### src/rtl/pkt_sim_pkg.sv
// Shared types and constants for the pkt-sim edge port sink.
//   parser_state_t   : packet parser states (header, size, payload)
//   COUNTER_WIDTH    : width of every statistics counter
//   addr_field_width : width of the destination address field in a header flit
package pkt_sim_pkg;

    localparam int COUNTER_WIDTH = 32;

    typedef enum logic [1:0] {
        ST_HEADER  = 2'd0,
        ST_SIZE    = 2'd1,
        ST_PAYLOAD = 2'd2
    } parser_state_t;

    // The destination address lives in the lower half of the header flit.
    function automatic int addr_field_width(input int flit_width);
        return flit_width / 2;
    endfunction

endpackage

### src/rtl/edge_port_sink_fifo.sv
// flit_fifo: small synchronous FIFO buffering flits between the port
// handshake and the packet parser.
//   clock, reset   : clock, synchronous active-high reset (empties the FIFO)
//   push_i, data_i : write request and flit
//   pop_i, data_o  : read request and head flit (combinational read)
//   full_o, empty_o: occupancy flags for the current cycle
//   count_o        : current occupancy
//   count_next_o   : occupancy after this cycle's push/pop
module flit_fifo
    import pkt_sim_pkg::*;
#(
    parameter int FLIT_WIDTH   = 16,
    parameter int BUFFER_DEPTH = 4,
    localparam int PTR_W       = $clog2(BUFFER_DEPTH),
    localparam int CNT_W       = PTR_W + 1
) (
    input  logic                  clock,
    input  logic                  reset,
    input  logic                  push_i,
    input  logic [FLIT_WIDTH-1:0] data_i,
    input  logic                  pop_i,
    output logic [FLIT_WIDTH-1:0] data_o,
    output logic                  full_o,
    output logic                  empty_o,
    output logic [CNT_W-1:0]      count_o,
    output logic [CNT_W-1:0]      count_next_o
);

    logic [FLIT_WIDTH-1:0] mem_q [BUFFER_DEPTH];
    logic [PTR_W-1:0]      wr_ptr_q, rd_ptr_q;
    logic [CNT_W-1:0]      count_q;
    logic                  do_push, do_pop;

    assign full_o  = (count_q == CNT_W'(BUFFER_DEPTH));
    assign empty_o = (count_q == '0);
    assign count_o = count_q;
    assign data_o  = mem_q[rd_ptr_q];

    // A push into a full FIFO is allowed only when the head leaves the
    // same cycle, so occupancy stays at depth.
    assign do_pop  = pop_i && !empty_o;
    assign do_push = push_i && (!full_o || do_pop);

    always_comb begin
        count_next_o = count_q;
        case ({do_push, do_pop})
            2'b10:   count_next_o = count_q + CNT_W'(1);
            2'b01:   count_next_o = count_q - CNT_W'(1);
            default: count_next_o = count_q;
        endcase
    end

    // Pointers wrap naturally because the depth is a power of two.
    always_ff @(posedge clock) begin
        if (reset) begin
            wr_ptr_q <= '0;
            rd_ptr_q <= '0;
            count_q  <= '0;
        end else begin
            if (do_push) wr_ptr_q <= wr_ptr_q + PTR_W'(1);
            if (do_pop)  rd_ptr_q <= rd_ptr_q + PTR_W'(1);
            count_q <= count_next_o;
        end
    end

    always_ff @(posedge clock) begin
        if (do_push) mem_q[wr_ptr_q] <= data_i;
    end

endmodule

### src/rtl/edge_port_sink.sv
// edge_port_sink: receive-side endpoint terminating an open mesh port.
// Accepts flits under credit flow control, buffers them in flit_fifo,
// parses packets (header, size, payload) and keeps statistics.
//   clock, reset      : single clock, synchronous active-high reset
//   clock_rx          : forwarded port clock, unused (single-clock design)
//   rx, data_i        : flit valid and flit from the router
//   credit_o          : registered space-available to the router
//   stall_i           : holds the FIFO head, no flit drained while high
//   pkt_done_o        : one-cycle pulse after a packet's last flit is consumed
//   last_header_o/last_size_o : header and size of the latest completed packet
//   pkt_count_o, flit_count_o, misroute_count_o, overrun_count_o : counters
module edge_port_sink
    import pkt_sim_pkg::*;
#(
    parameter int                    FLIT_WIDTH   = 16,
    parameter logic [FLIT_WIDTH-1:0] ADDRESS      = '0,
    parameter int                    BUFFER_DEPTH = 4
) (
    input  logic                     clock,
    input  logic                     reset,
    input  logic                     clock_rx,
    input  logic                     rx,
    input  logic [FLIT_WIDTH-1:0]    data_i,
    output logic                     credit_o,
    input  logic                     stall_i,
    output logic                     pkt_done_o,
    output logic [FLIT_WIDTH-1:0]    last_header_o,
    output logic [FLIT_WIDTH-1:0]    last_size_o,
    output logic [COUNTER_WIDTH-1:0] pkt_count_o,
    output logic [COUNTER_WIDTH-1:0] flit_count_o,
    output logic [COUNTER_WIDTH-1:0] misroute_count_o,
    output logic [COUNTER_WIDTH-1:0] overrun_count_o
);

    localparam int                AW         = addr_field_width(FLIT_WIDTH);
    localparam int                CNT_W      = $clog2(BUFFER_DEPTH) + 1;
    localparam logic [AW-1:0]     ADDR_FIELD = ADDRESS[AW-1:0];

    logic unused_clock_rx;
    assign unused_clock_rx = clock_rx;

    // ---------------- handshake and buffering ----------------
    logic                  credit_q;
    logic                  accept, pop;
    logic [FLIT_WIDTH-1:0] flit;
    logic                  fifo_full, fifo_empty;
    logic [CNT_W-1:0]      fifo_count, fifo_count_next;

    assign accept = rx && credit_q;
    assign pop    = !stall_i && !fifo_empty;

    flit_fifo #(
        .FLIT_WIDTH  (FLIT_WIDTH),
        .BUFFER_DEPTH(BUFFER_DEPTH)
    ) u_fifo (
        .clock       (clock),
        .reset       (reset),
        .push_i      (accept),
        .data_i      (data_i),
        .pop_i       (pop),
        .data_o      (flit),
        .full_o      (fifo_full),
        .empty_o     (fifo_empty),
        .count_o     (fifo_count),
        .count_next_o(fifo_count_next)
    );

    logic unused_fifo;
    assign unused_fifo = fifo_full ^ (^fifo_count);

    // ---------------- parser ----------------
    parser_state_t         state_q, state_d;
    logic [FLIT_WIDTH-1:0] header_q, header_d;
    logic [FLIT_WIDTH-1:0] size_q, size_d;
    logic [FLIT_WIDTH-1:0] remaining_q, remaining_d;
    logic                  done_d;

    always_comb begin
        state_d     = state_q;
        header_d    = header_q;
        size_d      = size_q;
        remaining_d = remaining_q;
        done_d      = 1'b0;
        if (pop) begin
            case (state_q)
                ST_HEADER: begin
                    header_d = flit;
                    state_d  = ST_SIZE;
                end
                ST_SIZE: begin
                    size_d      = flit;
                    remaining_d = flit;
                    if (flit == '0) begin
                        done_d  = 1'b1;
                        state_d = ST_HEADER;
                    end else begin
                        state_d = ST_PAYLOAD;
                    end
                end
                ST_PAYLOAD: begin
                    remaining_d = remaining_q - FLIT_WIDTH'(1);
                    if (remaining_q == FLIT_WIDTH'(1)) begin
                        done_d  = 1'b1;
                        state_d = ST_HEADER;
                    end
                end
                default: state_d = ST_HEADER;
            endcase
        end
    end

    always_ff @(posedge clock) begin
        if (reset) begin
            state_q     <= ST_HEADER;
            header_q    <= '0;
            size_q      <= '0;
            remaining_q <= '0;
        end else begin
            state_q     <= state_d;
            header_q    <= header_d;
            size_q      <= size_d;
            remaining_q <= remaining_d;
        end
    end

    // ---------------- outputs and statistics ----------------
    logic                     pkt_done_q;
    logic [FLIT_WIDTH-1:0]    last_header_q, last_size_q;
    logic [COUNTER_WIDTH-1:0] pkt_count_q, flit_count_q, misroute_count_q, overrun_count_q;

    always_ff @(posedge clock) begin
        if (reset) begin
            credit_q         <= 1'b0;
            pkt_done_q       <= 1'b0;
            last_header_q    <= '0;
            last_size_q      <= '0;
            pkt_count_q      <= '0;
            flit_count_q     <= '0;
            misroute_count_q <= '0;
            overrun_count_q  <= '0;
        end else begin
            // Credit reflects occupancy after this cycle, so a sender that
            // honours it never finds the FIFO full.
            credit_q   <= (fifo_count_next != CNT_W'(BUFFER_DEPTH));
            pkt_done_q <= done_d;
            if (accept)
                flit_count_q <= flit_count_q + COUNTER_WIDTH'(1);
            if (rx && !credit_q)
                overrun_count_q <= overrun_count_q + COUNTER_WIDTH'(1);
            if (done_d) begin
                // header_d/size_d already hold this packet's fields, including
                // the zero-size case where the size flit is popped this cycle.
                last_header_q <= header_d;
                last_size_q   <= size_d;
                pkt_count_q   <= pkt_count_q + COUNTER_WIDTH'(1);
                if (header_d[AW-1:0] != ADDR_FIELD)
                    misroute_count_q <= misroute_count_q + COUNTER_WIDTH'(1);
            end
        end
    end

    assign credit_o         = credit_q;
    assign pkt_done_o       = pkt_done_q;
    assign last_header_o    = last_header_q;
    assign last_size_o      = last_size_q;
    assign pkt_count_o      = pkt_count_q;
    assign flit_count_o     = flit_count_q;
    assign misroute_count_o = misroute_count_q;
    assign overrun_count_o  = overrun_count_q;

endmodule

### config.mk
export PLATFORM = sky130hd
export DESIGN_NAME = edge_port_sink
export DESIGN_NICKNAME = d
export VERILOG_FILES = /design/src/rtl/pkt_sim_pkg.sv /design/src/rtl/edge_port_sink_fifo.sv /design/src/rtl/edge_port_sink.sv
export SDC_FILE = /design/constraint.sdc
export NUM_CORES = 1
export LEC_CHECK = 0
export CAP_MARGIN = 20
export CORE_MARGIN = 8
export CORE_UTILIZATION = 56
export CTS_BUF_LIST = sky130_fd_sc_hd__clkbuf_2 sky130_fd_sc_hd__clkbuf_4 sky130_fd_sc_hd__clkbuf_8
export CTS_CLUSTER_DIAMETER = 80
export DETAILED_ROUTE_END_ITERATION = 8
export PLACE_DENSITY = 0.89
export REMOVE_ABC_BUFFERS = 1
export SYNTH_ARGS = -nofsm -noshare
export SYNTH_HDL_FRONTEND = slang
export SYNTH_SLANG_ARGS = --single-unit
export TNS_END_PERCENT = 5
### constraint.sdc
create_clock -name clock -period 3.38 [get_ports clock]
set_input_delay 0.845 -clock clock [delete_from_list [all_inputs] [get_ports clock]]
set_output_delay 0.845 -clock clock [all_outputs]
set_load 0.05 [all_outputs]
### After elaboration in Yosys (flattened, before gate mapping)

Memory sizes are Yosys's and may differ from the RTL's. A register that Yosys moved wholly into a read port is not among the register bits.
Cells that the tools add are included.

* register bits: 219
* RAM bits: 64
* bits of input ports: 21
* output and inout port bits: 162
* logic and storage cells: 68
* memories kept: 1

Memory list
* u_fifo.mem_q: words 4, bits a word 16, rd ports 1, clocked after Yosys merged registers in 1, write ports 1, line edge_port_sink_fifo.sv:29 `logic [FLIT_WIDTH-1:0] mem_q [BUFFER_DEPTH];`

* add/subtract/negate cells: 9
* eq/ne operators: 8
* muxes and demuxes: 17
* reduce and logical (&&, ||, !) cells: 18

Operator list (number)
* $add 32x1->32 const B: 4
* $mux 16: 4
* $pmux 16 s2: 1
* $eq 16x1->1 const B: 1
* $logic_not 16->1: 1
* $sub 16x1->16 const B: 1
* $mux 2: 4
* $reduce_bool 8->1: 1
* $pmux 2 s3: 1
* $pmux 3 s2: 1
* $reduce_and 2->1: 3
* $logic_and 1x1->1: 5
* $mux 1: 5
* $add 2x1->2 const B: 2
* $eq 2x1->1 const B: 2
* $eq 2x2->1 const B: 2
* $logic_not 1->1: 4
* $add 3x1->3 const B: 1
* $eq 3x3->1 const B: 1
* $logic_not 3->1: 1
* $ne 3x3->1 const B: 1
* $sub 3x1->3 const B: 1
* $logic_not 2->1: 1
* $ne 2x2->1 const B: 1
* other kinds (3): 3

### Logic depth before layout (Yosys ltp)

* depth in word-level cells: 9
* gate-level depth with buffers: 10
* mapped depth without buffers: 10

### Modules after synthesis

A second synthesis with hierarchy kept.

* cells, all modules: 1238
* area, all modules: 12389.4 um^2

By module, submodules not included
* edge_port_sink: instances 1, cells an instance 1099, area each 9496.6 um^2, sequential area each 4244.1 um^2
* flit_fifo: instances 1, cells an instance 139, area each 2892.8 um^2, sequential area each 2102.0 um^2

### Worst setup path after synthesis

OpenSTA, ideal clock, no wires.

* kind: in2reg
* start point: in stall_i
* end point: reg misroute_count_q[1], in the netlist misroute_count_o[1]
* data arrival time: 2.840 ns
* data required time: 3.248 ns
* path slack: 0.408 ns
* stages: 8
* buffers on the path: 2
* path through: nand2b_1 nor2_1 mux2_2 nor4_4 buf_2 buf_2 nand3b_1 a21oi_1

* cells in the longest elaborated chain, start to end: 5
* elaborated cells between the ends (all ways): 6
* classes of those cells: mux: 2; reduce/logical: 4

RTL lines
* start, declared: line edge_port_sink.sv:25 `input logic stall_i,`
* $logic_not 1->1 *: line edge_port_sink.sv:50 `assign pop = !stall_i && !fifo_empty;`
* $logic_and 1x1->1 *: line edge_port_sink.sv:50
* $mux 16: line edge_port_sink.sv:84 `if (pop) begin`
* $reduce_bool 8->1: line edge_port_sink.sv:156 `if (header_d[AW-1:0] != ADDR_FIELD)`
* $reduce_and 2->1 (no source line) *
* end signal, assigned: line edge_port_sink.sv:157 `misroute_count_q <= misroute_count_q + COUNTER_WIDTH'(1);`
* end, declared: line edge_port_sink.sv:129 `logic [COUNTER_WIDTH-1:0] pkt_count_q, flit_count_q, misroute_count_q, overrun_count_q;`

Every way passes the cells marked *; elsewhere a longest branch is shown, timed or not.
A chain may end at the register's enable or synchronous reset.

==> flow_summary.yaml <==
global_routing:
  grt_pass1_wl_um: 48700
  grt_util_met3_pct: 7.14
  grt-ovfl-total: 0
  grt_usage_pct: 21.8
  antenna_found_initial: 1
  use_met1_pct: 26.3
  busiest_layer: "met2"
  grt_start_max_net_pins: 81
  grt_pass1_vias: 9833
  grt_use_met2_pct: 35.7
worst_setup_path:
  r2r_cells: 8
  cp_common_cell: "buf_12"
  reg2reg_setup_slack_ns: 0.18
  worstSetupStartpointType: "flop"
  path_cells: "buf_12, mux4_2, nor4_2, and4_2, a31oi_4, buf_12, or4_1, a21oi_1"
  slowest_delay_ns: 0.61
  crit_fanout: 72
  r2r-end: "pkt_count_o[18]$_SDFFE_PP0P_"
  cp_data_required_time_ns: 3.85
  cp.arrival_ns: 3.66
  path_class: "flop to flop"
  critPathSlowestCell: "mux4_2"
  cp_top_family: "simple AND/OR/NAND/NOR gates"
  path_buf_inv: 2
  end_kind: "flop"
sta:
  period_needed_ns: 3.20
  finalHoldViolCount: 0
  max_freq_mhz: 313
  fin_crit_sh_pct: 94.5
  rsz0062_at_grt: "no"
  slew_viol_final: 0
  tightestPinTransition_ns: 0.637
  timing.slew.headroom_pct: 57.4
  setup_viol: 0
  skew_ns: 0.0331
synth:
  ys.flop_type: "dfxtp_1"
  ys_warn_count: 0
  syn_area_um2: 12300
  synth.largest_area_cell: "dfxtp_1"
  synth_edf_count: 64
  async_flop_share_pct: 0
  synth.area.top_cells: "dfxtp_1, edfxtp_1, nor2_1, or4_1, a21oi_1"
  ys_types: 56
  ys_ff_latch: 285
  yosys-top-cells-count: "dfxtp_1, nor2_1, a21oi_1, nand2_1, edfxtp_1"
  synthesis.instances: 1239
  yosysSeqAreaShare_pct: 51.6
  synth_most_common_cell: "dfxtp_1"
  synth.top_cell.area_share_pct: 35.9
  avgSynthCellArea_um2: 9.93
clocking:
  clk_pin_slew_ns: 0.06
  holdBufCountCts: 0
  cts_resized: 0
  h-tree-depth: 2
  cts_inserted_buffers: 46
  cts_tree: "built"
  insertion_delay_ns: 0.57
  cts_setup_buffers: 0
  cts_sinks: 285
  cts_root_buffer: "clkbuf_8"
  clockBufferDepth: 3
floorplan:
  dieArea_um2: 27000
  dieHeight_um: 164
  pin_count: 183
  die_x_um: 164
  row_count: 54
  coreArea_um2: 21700
  initial_utilization_pct: 56.7
finish:
  design_area_um2: 15500
  syn_to_final_growth_pct: 26.0
  diodes: 0
  layout-drive-gt1-share_pct: 10.3
  final_nets: 1462
  fin_util_pct: 71.5
routing:
  drtIter0Drc: 890
  routedWlPerCell_um: 17.5
  routed_wl_um: 30500
  dr_total_vias: 10300
  drtPass1Iterations: 8
  vias_per_cell: 5.90
  postRouteAntennaNets: 0
  drc: 0
hold_path:
  holdCritPathClass: "flop to flop"
  min_to: "misroute_count_o[31]$_SDFFE_PP0P_"
  worst_hold_startpoint: "misroute_count_o[31]$_SDFFE_PP0P_"
  whs_path_depth: 2
placed_design:
  dpl.hpwl_um: 20600
  io_buffers: 181
  post_dp_cell_area_um2: 14500
  gp_congestion: 0.848
outcome:
  status: "completed"
power_and_ir_drop:
  power_leakage_uw: 0.00511
  ir_worst_vdd_v: 0.000416
  power_density_nw_per_um2: 578
flow_run:
  maxCapViolCount: 0
[metrics by stage]
step | hold WS [ns] | setup TNS (ns) | std cells | power, µW | worst slack [ns]
2_1_floorplan | 0.443 | -21.70 | 1166 | 5080 | -0.575
3_3_place_gp | 0.462 | 0 | 1658 | 5660 | 0.160
3_5_place_dp | 0.471 | 0 | 1658 | 5740 | 0.103
4_1_cts | 0.479 | 0 | 1743 | 9010 | 0.207
5_1_grt | 0.517 | 0 | 1743 | 9350 | 0.0816
6_report | 0.478 | 0 | 1743 | 8960 | 0.184
[flip-flops by register name, indices dropped and copies added, names as in the netlist, named ones only]
| name | flops |
|---|---|
| credit_o | 1 |
| flit_count_o | 32 |
| header_q | 16 |
| last_header_o | 16 |
| last_size_o | 16 |
| misroute_count_o | 32 |
| overrun_count_o | 32 |
| pkt_count_o | 32 |
| pkt_done_o | 1 |
| remaining_q | 16 |
| size_q | 16 |
| state_q | 2 |
| u_fifo.count_o | 3 |
| u_fifo.mem_q | 64 |
| u_fifo.rd_ptr_q | 2 |
| u_fifo.wr_ptr_q | 2 |
[placed cells by master (no fill, tap or decap), drive strengths merged, types with 20 or more instances in the layout]
master	count
dfxtp	221
clkdlybuf4s50	180
nor2	164
a21oi	83
nand2	72
clkbuf	72
edfxtp	64
or4	56
o31ai	54
nand3	47
xor2	41
nand4	37
a211oi	35
mux2i	34
inv	32
buf	32
xnor2	24
o21ai	24
and2	22
nor4	20
[power by group]
group | switching, µW | leakage [µW] | internal (µW)
clock | 1350 | 0.000554 | 1910
sequential | 118 | 0.00236 | 3680
combinational | 1170 | 0.00219 | 736
[tightest hold or removal path: cells and delay by family, from the launching register on]
family	cells	cell delay, ns
DFF	1	0.32
AOI/OAI and AO/OA	2	0.11
[worst max-delay path by stage]
stage	to	start	cells after the start
2_1_floorplan	misroute_count_o[10]$_SDFFE_PP0P_	stall_i	6
3_3_place_gp	misroute_count_o[26]$_SDFFE_PP0P_	stall_i	8
3_5_place_dp	misroute_count_o[27]$_SDFFE_PP0P_	stall_i	8
4_1_cts	misroute_count_o[27]$_SDFFE_PP0P_	flop	8
5_1_grt	misroute_count_o[27]$_SDFFE_PP0P_	flop	8
6_report	pkt_count_o[18]$_SDFFE_PP0P_	flop	8
[kinds of logic after synthesis]
family / share of synthesized area, %
AND/OR/NAND/NOR: 20.9
flip-flops: 51.6
AO/OA/AOI/OAI: 11.7
buffers and inverters: 3.65
XOR/XNOR: 4.63
multiplexers: 5.97
adder cells (fa/ha/maj): 1.59
[layout make-up]
type	instances	area, µm²
clock buffers	72	885
fillers	1433	6180
multi-input cells	850	5510
well taps	280	350
flip-flops and latches	285	6350
repair buffers	212	2130
clock inverters	13	159
inverters	31	116
[routing by layer]
layer | wire [µm] | part of all wire, % | vias up
li1 | - | - | 4950
met1 | 12300 | 41 | 4909
met2 | 14700 | 48 | 362
met3 | 2640 | 8.7 | 61
met4 | 735 | 2.4 | 2
met5 | 17 | 0.056 | -
(Power assumes the default switching activity.)
